$ cat src/rtl/clock_set_ctrl.sv
// rtl/clock_set_ctrl.sv - set-mode FSM and button/UART increment-pulse arbiter (optional CLOCK_SET_CTRL_AUTOREPEAT_EN)
module clock_set_ctrl #(
    parameter int PULSE_GAP     = 2,
    parameter int HOLD_CYCLES   = 50000000,
    parameter int REPEAT_CYCLES = 10000000
) (
    input  logic       clk,
    input  logic       rst,
    input  logic       btn_mode,
    input  logic       btn_up,
    input  logic       btn_up_level,
    input  logic [7:0] rx_data,
    input  logic       rx_valid,
    output logic       o_btn_hour,
    output logic       o_btn_min,
    output logic       o_btn_sec,
    output logic [1:0] o_mode,
    output logic       o_drop
);

    // Field targets share the SET_x mode encoding: 1=sec, 2=min, 3=hour.
    localparam logic [1:0] MODE_RUN = 2'd0;

    logic [1:0] mode_q, mode_d;
    logic       btn_v_q, uart_v_q;
    logic [1:0] btn_t_q, uart_t_q;
    logic [3:0] gap_q;
    logic [2:0] pulse_q;
    logic       drop_q;

    logic       uart_adv, uart_run, uart_req;
    logic [1:0] uart_req_t;
    logic       auto_req, btn_req;
    logic       btn_have, uart_have, can_issue, issue_btn, issue_uart;
    logic [1:0] btn_sel_t, uart_sel_t, issue_t;
    logic       drop_d;

    always_comb begin
        uart_adv   = rx_valid && (rx_data == 8'h4E);
        uart_run   = rx_valid && (rx_data == 8'h52);
        uart_req   = 1'b0;
        uart_req_t = 2'd0;
        if (rx_valid) begin
            case (rx_data)
                8'h48, 8'h68: begin uart_req = 1'b1; uart_req_t = 2'd3; end
                8'h4D, 8'h6D: begin uart_req = 1'b1; uart_req_t = 2'd2; end
                8'h53, 8'h73: begin uart_req = 1'b1; uart_req_t = 2'd1; end
                default:      begin uart_req = 1'b0; uart_req_t = 2'd0; end
            endcase
        end
    end

    // Mode FSM: state register
    always_ff @(posedge clk) begin
        if (rst) mode_q <= MODE_RUN;
        else     mode_q <= mode_d;
    end

    // Mode FSM: next state; a mode-affecting UART byte overrides btn_mode
    always_comb begin
        mode_d = mode_q;
        if (uart_run)
            mode_d = MODE_RUN;
        else if (uart_adv || btn_mode)
            mode_d = mode_q + 2'd1;
    end

    // Mode FSM: outputs
    always_comb begin
        o_mode = mode_q;
    end

`ifdef CLOCK_SET_CTRL_AUTOREPEAT_EN
    logic [31:0] hold_cnt;
    logic        rpt_armed;
    logic        hold_hit;

    assign hold_hit = rpt_armed ? (hold_cnt == 32'(REPEAT_CYCLES - 1))
                                : (hold_cnt == 32'(HOLD_CYCLES - 1));
    assign auto_req = btn_up_level && (mode_q != MODE_RUN) && hold_hit;

    always_ff @(posedge clk) begin
        if (rst || !btn_up_level || (mode_d != mode_q) || (mode_q == MODE_RUN)) begin
            hold_cnt  <= 32'd0;
            rpt_armed <= 1'b0;
        end else if (hold_hit) begin
            hold_cnt  <= 32'd0;
            rpt_armed <= 1'b1;
        end else begin
            hold_cnt  <= hold_cnt + 32'd1;
        end
    end
`else
    localparam int UNUSED_CFG = HOLD_CYCLES + REPEAT_CYCLES;
    logic unused_level;
    assign unused_level = btn_up_level ^ (UNUSED_CFG == 0);
    assign auto_req     = 1'b0;
`endif

    assign btn_req = (btn_up || auto_req) && (mode_q != MODE_RUN);

    // An empty slot lets a fresh request straight through to the output register.
    always_comb begin
        btn_have   = btn_v_q || btn_req;
        btn_sel_t  = btn_v_q ? btn_t_q : mode_q;
        uart_have  = uart_v_q || uart_req;
        uart_sel_t = uart_v_q ? uart_t_q : uart_req_t;
        can_issue  = (gap_q == 4'd0);
        issue_btn  = can_issue && btn_have;
        issue_uart = can_issue && !btn_have && uart_have;
        issue_t    = issue_btn ? btn_sel_t : (issue_uart ? uart_sel_t : 2'd0);
        drop_d     = (btn_v_q && btn_req && !issue_btn) ||
                     (uart_v_q && uart_req && !issue_uart);
    end

    always_ff @(posedge clk) begin
        if (rst) begin
            btn_v_q  <= 1'b0;
            btn_t_q  <= 2'd0;
            uart_v_q <= 1'b0;
            uart_t_q <= 2'd0;
            gap_q    <= 4'd0;
            pulse_q  <= 3'd0;
            drop_q   <= 1'b0;
        end else begin
            if (issue_btn) begin
                btn_v_q <= btn_v_q && btn_req;
                btn_t_q <= mode_q;
            end else if (!btn_v_q && btn_req) begin
                btn_v_q <= 1'b1;
                btn_t_q <= mode_q;
            end

            if (issue_uart) begin
                uart_v_q <= uart_v_q && uart_req;
                uart_t_q <= uart_req_t;
            end else if (!uart_v_q && uart_req) begin
                uart_v_q <= 1'b1;
                uart_t_q <= uart_req_t;
            end

            if (issue_btn || issue_uart)
                gap_q <= 4'(PULSE_GAP - 1);
            else if (gap_q != 4'd0)
                gap_q <= gap_q - 4'd1;

            pulse_q <= {issue_t == 2'd3, issue_t == 2'd2, issue_t == 2'd1};
            drop_q  <= drop_d;
        end
    end

    assign o_btn_hour = pulse_q[2];
    assign o_btn_min  = pulse_q[1];
    assign o_btn_sec  = pulse_q[0];
    assign o_drop     = drop_q;

endmodule

$ cat config.mk
export PLATFORM = sky130hd
export DESIGN_NAME = clock_set_ctrl
export DESIGN_NICKNAME = d
export VERILOG_FILES = /design/src/rtl/clock_set_ctrl.sv
export SDC_FILE = /design/constraint.sdc
export NUM_CORES = 1
export LEC_CHECK = 0
export ABC_AREA = 0
export ABC_CLOCK_PERIOD_IN_PS = 2340
export BUFFER_PORTS_ARGS = -buffer_cell sky130_fd_sc_hd__buf_2
export CORE_MARGIN = 1
export CORE_UTILIZATION = 50
export DETAILED_ROUTE_END_ITERATION = 6
export PLACE_DENSITY = 0.75
export RECOVER_POWER = 25
export SYNTH_ARGS = -nofsm -noshare
export SYNTH_HDL_FRONTEND = slang
export SYNTH_SLANG_ARGS = --single-unit
$ cat constraint.sdc
create_clock -name clk -period 2.34 [get_ports clk]
set_clock_uncertainty 0.15 [all_clocks]
set_input_delay 0.585 -clock clk [delete_from_list [all_inputs] [get_ports clk]]
set_output_delay 0.585 -clock clk [all_outputs]
set_load 0.02 [all_outputs]
==> results of run 1 <==
[flip-flops by register name (all words and copies together), names as in the netlist]
signal and count:
gap_q 4, pulse_q 3, btn_t_q 2, o_mode 2
uart_t_q 2, btn_v_q 1, o_drop 1, uart_v_q 1
[per-layer routing]
metal	GRT usage	up-vias	wire length (um)
met5	0	-	0
met4	0.05455	0	12
met3	0.03673	2	82
met2	0.3176	26	796
met1	0.2506	371	819
li1	-	405	-
[through the flow]
| stage | instance area (um^2) | hold WS (ns) | total power [mW] | std cells |
|---|---|---|---|---|
| after floorplan | 900.9 | 0.3141 | 0.6128 | 102 |
| after global placement | 1003 | 0.3588 | 0.6635 | 141 |
| after detailed placement | 1003 | 0.3610 | 0.6737 | 141 |
| after CTS | 1040 | 0.3831 | 0.8596 | 145 |
| after global routing | 1035 | 0.4206 | 0.9172 | 145 |
| final | 1035 | 0.3845 | 0.8578 | 145 |
[power groups by stage]
stage          Sequential (mW)  Combinational [mW]  Clock (mW)
2_1_floorplan            0.353               0.259           0
3_3_place_gp             0.352               0.312           0
3_5_place_dp             0.353               0.321           0
4_1_cts                  0.348               0.325       0.187
5_1_grt                  0.357               0.359       0.201
6_report                 0.349               0.321       0.187
[layout make-up]
class | count | area [um^2]
repair buffers | 18 | 85.08
clock buffers | 4 | 36.28
multi-input cells | 75 | 533.0
fillers | 139 | 559.3
well taps | 24 | 30.03
flip-flops and latches | 16 | 320.3
inverters | 8 | 30.03
[cell families (layout without fill, tap and decap cells)]
family	count (synthesis)	count (layout)	synth area share
AOI/OAI and AO/OA	28	28	0.2111
xor gates and xnor gates	2	2	0.01945
adders and majority gates	3	3	0.03888
buffers and inverters	11	30	0.05278
DFF	16	16	0.3556
muxes	3	3	0.03333
and+or+nand+nor	39	39	0.2889
[placed cells by master (no fill, tap or decap), types with 2 or more instances in the layout]
cell type  instances
a21oi_1           11
and2_1             2
and3_1             2
buf_2             14
clkbuf_1           4
clkbuf_4           3
dfxtp_1           16
ha_1               2
inv_1              8
mux2i_1            3
nand2_1            6
nand2b_1           3
nand3_1            3
nand3b_1           2
nor2_1             4
nor2b_1            3
nor3_1             3
nor3b_2            3
nor4b_1            2
o21ai_0            4
[worst max-delay path, delay by kind of cell (launching register included)]
kind                     cells  cell delay [ns]
AO/OA/AOI/OAI                1             0.29
adder cells (fa/ha/maj)      1             0.20
AND/OR/NAND/NOR              3             0.91
buffers and inverters        1             0.06
flip-flops                   1             0.36
[worst min path at each step]
stage	startpoint	to	slack, ns	cells after the start
detailed placement	btn_t_q[0]	btn_t_q[0]	0.36	2
global placement	gap_q[2]	gap_q[2]	0.36	2
finish	btn_t_q[0]	btn_t_q[0]	0.38	2
floorplan	btn_t_q[0]	btn_t_q[0]	0.31	2
global route	gap_q[2]	gap_q[2]	0.42	2
CTS	btn_t_q[0]	btn_t_q[0]	0.38	2
==> results.cfg, run 1 <==
[worst_setup_path]
startpoint = gap_q[0]
end_kind = register
rrSetupSlack_ns = 0.27
max_stage_delay_ns = 0.36
r2r_end = uart_t_q[0]
crit_type = register to register
endpoint = uart_t_q[0]
crit_fanout = 8
required_ns = 2.38
path_cells = inv_1 -> ha_1 -> nor3b_2 -> nand3_1 -> and3_1 -> o31a_1
arrival_ns = 2.12
reg2reg_depth = 6
cp-start-kind = register
r2r_start = gap_q[0]
crit_slowest_cell = dfxtp_1

[synth]
synthCells = 102
synth_largest_area_cell = dfxtp_1
synth_area_um2 = 900.9
synth_common_cells = dfxtp_1, a21oi_1, inv_1
synth.most_common_cell = dfxtp_1
yosysUniqueCellTypes = 41
synth_nets = 118
synth.area.top_cells = dfxtp_1, a21oi_1, nor3b_2, mux2i_1, inv_1
yosys_warnings = 0
synth_seq_cells = 16
yosysTopAreaCellShare = 0.3556
yosysSeqAreaShare = 0.3556
async_flop_share = 0
avgSynthCellArea_um2 = 8.832
synth_edf_count = 0
yosys_most_used_dff = dfxtp_1

[pwr]
p_int_mw = 0.5401
pwr-share-comb = 0.374
ir_worst_vdd_v = 0.0005033
p_sw_mw = 0.3177
p_seq_frac = 0.407
powerDensity_mw_per_mm2 = 829.0
clock_power_share = 0.219
leakage_nw = 0.4183
switching_share = 0.3704

[finish]
n_antenna_cell = 0
drive_gt1_frac = 0.2397
layout.nets = 138
area_growth_syn_to_layout_pct = 14.86
finish.utilization = 0.6491

[drt]
drt-wirelength-per-cell_um = 11.80
wl_um = 1711
dr.pass1.iters = 4
drtIter0Drc = 14
vias_per_cell = 5.545
vias = 804
detail-route-antenna-nets = 0
drc_errors = 0

[clock_network]
clock_path_buffers = 2
cts_tree = built
clock_sinks = 16
clk_latency_ns = 0.29
clk_pin_slew_worst_paths_ns = 0.10
cts_root_buf = clkbuf_4
cts_resized = 0
postCtsSetupBuffers = 0
cts_buffers = 3
h-tree-depth = 1
cts_hold_buf = 0

[die]
core_area_mm2 = 0.001594
rows = 14
ioPinCount = 20
dieArea_mm2 = 0.001975
fp.dieW_um = 44.45
initial_core_util = 0.5651
die_h_um = 44.45

[flow_run]
cap_violations = 0

[global_routing]
grt_pass1_vias = 697
antenna_found_initial = 0
grt_usage = 0.1911
grt_pass1_wl_um = 2842
gr-total-overflow = 0
grt_max_degree = 13

[timing]
hold_viol_final = 0
fin_crit_ns = 2.074
layout_setup_ws_ns = 0.2664
worst_pin_slew_ns = 0.3823
slew_viol_final = 0
rsz0062_at_grt = no
max_freq_ghz = 0.4823
setup_viol = 0
maxSlewHeadroom = 0.7416
finalCritPeriodShare = 0.8862
finalSetupTns_ns = 0

[placed_design]
routabilityCongestion = 0.7028
portBuffers = 18
dpl.hpwl_um = 1295
place_ws_ns = 0.1833

[outcome]
status = finished, final reports clean

[worst_hold_path]
hold_path.class = register to register
Note: power is estimated with default switching activity, not from simulation.
==> run 2, diff against run 1 <==
CELL_PAD_IN_SITES_DETAIL_PLACEMENT = 1   (was not set)
CELL_PAD_IN_SITES_GLOBAL_PLACEMENT = 1   (was not set)
CORE_UTILIZATION = 38   (was 50)
PLACE_DENSITY = not set   (was 0.75)
PLACE_DENSITY_LB_ADDON = 0.1   (was not set)
==> run 2 against run 1 <==
Against the previous run: core utilization decreased by 18 points; register-to-register slack improved by 0.11 ns; global-route usage increased by 0.46 points; die area increased by 30%; first-iteration DRC count decreased by 43%; non-clock buffer count increased by 1; critical path depth unchanged; setup slack improved by 0.11 ns; hold slack got worse by 0.0055 ns; total power increased by 2.3%; final cell count increased by 3.4%; critical path type unchanged.
==> results.cfg, run 2 (same netlist as run 1, synthesis figures left out) <==
[outcome]
status = finished, final reports clean

[flow_run]
cap_violations = 0

[timing]
setup_viol = 0
worst_pin_slew_ns = 0.4110
rsz0062_at_grt = no
hold_ws_ns = 0.3789
layout_setup_ws_ns = 0.3737
finalCritPeriodShare = 0.8403
slew_viol_final = 0
maxSlewHeadroom = 0.7221
max_freq_ghz = 0.5086
fin_crit_ns = 1.966
hold_viol_final = 0
finalSetupTns_ns = 0

[placed_design]
dpl_cell_area_mm2 = 0.001016
dpl.hpwl_um = 1629
place_ws_ns = 0.1565
routabilityCongestion = 0.7173
portBuffers = 18

[die]
initial_core_util = 0.4034
core_area_mm2 = 0.002233
rows = 17
fp.dieW_um = 50.69
ioPinCount = 20
dieArea_mm2 = 0.002569
die_h_um = 50.69

[clock_network]
h-tree-depth = 1
clock_path_buffers = 2
cts_hold_buf = 0
clock_sinks = 16
cts_resized = 0
postCtsSetupBuffers = 0
cts_root_buf = clkbuf_4
cts_buffers = 3
clk_pin_slew_worst_paths_ns = 0.09
cts_tree = built
clk_latency_ns = 0.28

[pwr]
clock_power_share = 0.205
p_sw_mw = 0.3210
powerDensity_mw_per_mm2 = 837.7
leakage_nw = 0.4229
p_seq_frac = 0.397
p_int_mw = 0.5563
ir_worst_vdd_v = 0.0004141
pwr-share-comb = 0.398
switching_share = 0.3659

[drt]
vias_per_cell = 5.287
dr.pass1.iters = 3
wl_um = 2044
drtIter0Drc = 8
vias = 793
drt-wirelength-per-cell_um = 13.63
drc_errors = 0
detail-route-antenna-nets = 0

[worst_setup_path]
rrSetupSlack_ns = 0.37
end_kind = register
r2r_start = gap_q[0]
crit_type = register to register
reg2reg_depth = 6
cp-start-kind = register
crit_fanout = 5
required_ns = 2.37
endpoint = uart_t_q[0]
arrival_ns = 2.00
startpoint = gap_q[0]
r2r_end = uart_t_q[0]

[finish]
top_register = gap_q
n_antenna_cell = 0
multi_input_area_um2 = 533.0
drive_gt1_frac = 0.2459
largest_reg_flops = 4
biggestRegsByFlops = gap_q x4, pulse_q x3
postLayoutCellArea_mm2 = 0.001047
final_common_cell = dfxtp_1
nFillCells = 292
layout.nets = 139
area_growth_syn_to_layout_pct = 16.25
final_cell_mix = dfxtp_1, buf_2, a21oi_1, inv_1, nand2_1
seqCellArea_um2 = 320.3

[global_routing]
grt_usage = 0.1957
gr-total-overflow = 0
grt_pass1_wl_um = 3705
grt_max_degree = 13
grt_pass1_vias = 846
antenna_found_initial = 0

[worst_hold_path]
hold_path.class = register to register
run 2: worst min path at each step:
stage	start	end	slack, ns	depth (start not counted)
after floorplan	btn_t_q[0]	btn_t_q[0]	0.31	2
after detailed placement	btn_t_q[0]	btn_t_q[0]	0.35	2
after CTS	btn_t_q[0]	btn_t_q[0]	0.38	2
final	btn_t_q[0]	btn_t_q[0]	0.38	2
after global placement	btn_t_q[0]	btn_t_q[0]	0.36	2
after global routing	btn_t_q[0]	btn_t_q[0]	0.43	2
run 2: per-stage QoR:
step | cells | utilization | total power, mW
floorplan | 102 | - | 0.6128
global placement | 146 | 0.4549 | 0.6917
detailed placement | 146 | 0.4549 | 0.7070
CTS | 150 | 0.4711 | 0.8878
global route | 150 | 0.4689 | 0.9545
finish | 150 | 0.4689 | 0.8773
run 2: cell type report:
class | instances | share of cell area
Clock buffer | 4 | 0.03465
Tap cell | 28 | 0.03345
Inverter | 8 | 0.02867
Sequential cell | 16 | 0.3059
Multi-Input combinational cell | 75 | 0.5090
Timing Repair Buffer | 19 | 0.08841
run 2: layer usage:
layer / wire, um / part of all wire / vias up / GRT usage
met3: 69 / 0.034 / 4 / 0.05455
met2: 998 / 0.49 / 14 / 0.3556
met4: 23 / 0.011 / 0 / 0.05556
met1: 952 / 0.47 / 366 / 0.2196
li1: - / - / 409 / -
met5: 0 / 0 / - / 0
run 2: critical path, stage by stage, from the launching register on:
cell and delay, ns:
dfxtp_1 0.34, inv_1 0.06, ha_1 0.20, nor3b_2 0.29
nand3_1 0.27, and3_1 0.27, o31a_1 0.28
run 2: power groups by stage:
stage	registers, mW	logic [mW]	clock network, mW
2_1_floorplan	0.353	0.259	0
3_3_place_gp	0.352	0.339	0
3_5_place_dp	0.355	0.352	0
4_1_cts	0.349	0.353	0.185
5_1_grt	0.359	0.397	0.199
6_report	0.349	0.349	0.180
==> run 3, diff against run 2 <==
ABC_CLOCK_PERIOD_IN_PS = 1850   (was 2340)
clock period = 1.85 ns   (was 2.34 ns; I/O delays follow)
==> run 3 against run 2 <==
Against the previous run: sequential share of layout area is 4.1 points lower; critical path depth grew 3; die area unchanged; total power grew 61%; critical path type unchanged; critical endpoint is now uart_t_q[1]; largest power group is now combinational logic.
==> results.cfg, run 3 (same netlist as run 1, synthesis figures left out) <==
[outcome]
status = finished, final reports clean

[worst_setup_path]
crit_type = register to register
arrival_ns = 1.84
required_ns = 1.90
cp-start-kind = register
crit_fanout = 6
end_kind = register

[timing]
setup_viol = 0
hold_viol_final = 0
maxSlewHeadroom = 0.6836
slew_viol_final = 0
max_freq_ghz = 0.5588
finalSetupTns_ns = 0
worst_pin_slew_ns = 0.4679
finalCritPeriodShare = 0.9673
layout_setup_ws_ns = 0.06050
fin_crit_ns = 1.790
hold_ws_ns = 0.3563

[worst_hold_path]
hold_path.class = input pin to register

[finish]
drive_gt1_frac = 0.4015
largest_reg_flops = 4
final_common_cell = buf_4
layout.nets = 154
top_register = gap_q
area_growth_syn_to_layout_pct = 35.69
n_antenna_cell = 0
biggestRegsByFlops = gap_q x4, pulse_q x3
finalNonFillerCells = 165
finish.utilization = 0.5473
final_cell_mix = buf_4, buf_2, dfxtp_1, a21oi_1

[pwr]
p_int_mw = 0.9137
p_sw_mw = 0.5016
ir_worst_vdd_v = 0.0007391
pwr-share-comb = 0.516
powerDensity_mw_per_mm2 = 1158
p_seq_frac = 0.316
leakage_nw = 0.5069
switching_share = 0.3544
clock_power_share = 0.167

[drt]
vias = 864
dr.pass1.iters = 4
detail-route-antenna-nets = 0
drtIter0Drc = 5
vias_per_cell = 5.236
drc_errors = 0
wl_um = 2369
drt-wirelength-per-cell_um = 14.36

[global_routing]
gr-total-overflow = 0
grt_max_degree = 13
antenna_found_initial = 0
grt_usage = 0.1995
grt_pass1_wl_um = 3677
grt_pass1_vias = 857

[die]
die_h_um = 50.69
core_area_mm2 = 0.002233
ioPinCount = 20
dieArea_mm2 = 0.002569
fp.dieW_um = 50.69
rows = 17
initial_core_util = 0.4034

[clock_network]
cts_buffers = 3
cts_root_buf = clkbuf_4
clk_latency_ns = 0.30
h-tree-depth = 1
clk_pin_slew_worst_paths_ns = 0.10
cts_tree = built
clock_path_buffers = 2
clock_sinks = 16
cts_hold_buf = 0

[flow_run]
cap_violations = 0

[placed_design]
place_ws_ns = -0.2060
routabilityCongestion = 0.7550
dp.cells = 158
dpl.hpwl_um = 1795
portBuffers = 18
run 3: changes by cell type in the layout (fill, tap and decap cells not counted), moves of 2 or more:
cell | previous run | this run
buf_4 | 1 | 15
dfxtp_1 | 16 | 13
dfxtp_2 | 0 | 3
ha_1 | 2 | 0
ha_4 | 0 | 2
inv_1 | 8 | 6
inv_2 | 0 | 2
run 3: repair_timing:
item	CTS	global route
resized for setup	0	16
endpoints found under the setup margin	0	7
buffers inserted	0	3
run 3: worst max-delay path, cell delays in order (launching register included):
cell	delay, ns
dfxtp_2	0.33
inv_2	0.07
ha_4	0.14
nor3b_4	0.21
nand3_1	0.13
buf_6	0.16
buf_4	0.13
a21oi_1	0.14
nor2b_1	0.06
o21a_1	0.18
run 3: metal layers:
metal | routed length, um | GRT usage | vias to the layer above | part of all wire
li1 | - | - | 435 | -
met1 | 981 | 0.2033 | 410 | 0.41
met2 | 1271 | 0.3578 | 14 | 0.54
met3 | 83 | 0.07273 | 5 | 0.035
met4 | 33 | 0.09259 | 0 | 0.014
met5 | 0 | 0 | - | 0
run 3: final timing paths:
kind	cells after the start	startpoint	endpoint	slack, ns
setup / recovery	9	gap_q[1]	uart_t_q[1]	0.06
hold / removal	2	rst	gap_q[0]	0.36
setup reg to reg	9	gap_q[1]	uart_t_q[1]	0.06
hold reg to reg	2	o_mode[1]	btn_t_q[1]	0.40
run 3: power by group through the flow:
stage / registers (mW) / clock network (mW) / logic [mW]
global placement: 0.440 / 0 / 0.531
global route: 0.457 / 0.265 / 0.798
floorplan: 0.447 / 0 / 0.328
CTS: 0.434 / 0.247 / 0.562
finish: 0.447 / 0.237 / 0.731
detailed placement: 0.442 / 0 / 0.557
run 3: cell type report:
type | instances | area, um^2
clock buffer | 4 | 36.28
fill | 269 | 1011
inverter | 8 | 30.03
multi-input combinational | 75 | 588.1
sequential | 16 | 324.1
tap | 28 | 35.03
timing repair buffer | 34 | 209.0
run 3: per-stage QoR:
stage                     power [mW]  instance area (um^2)
after floorplan               0.7751                 900.9
after global placement        0.9711                  1106
after detailed placement      0.9994                  1106
after CTS                      1.243                  1142
after global routing           1.519                  1222
final                          1.415                  1222
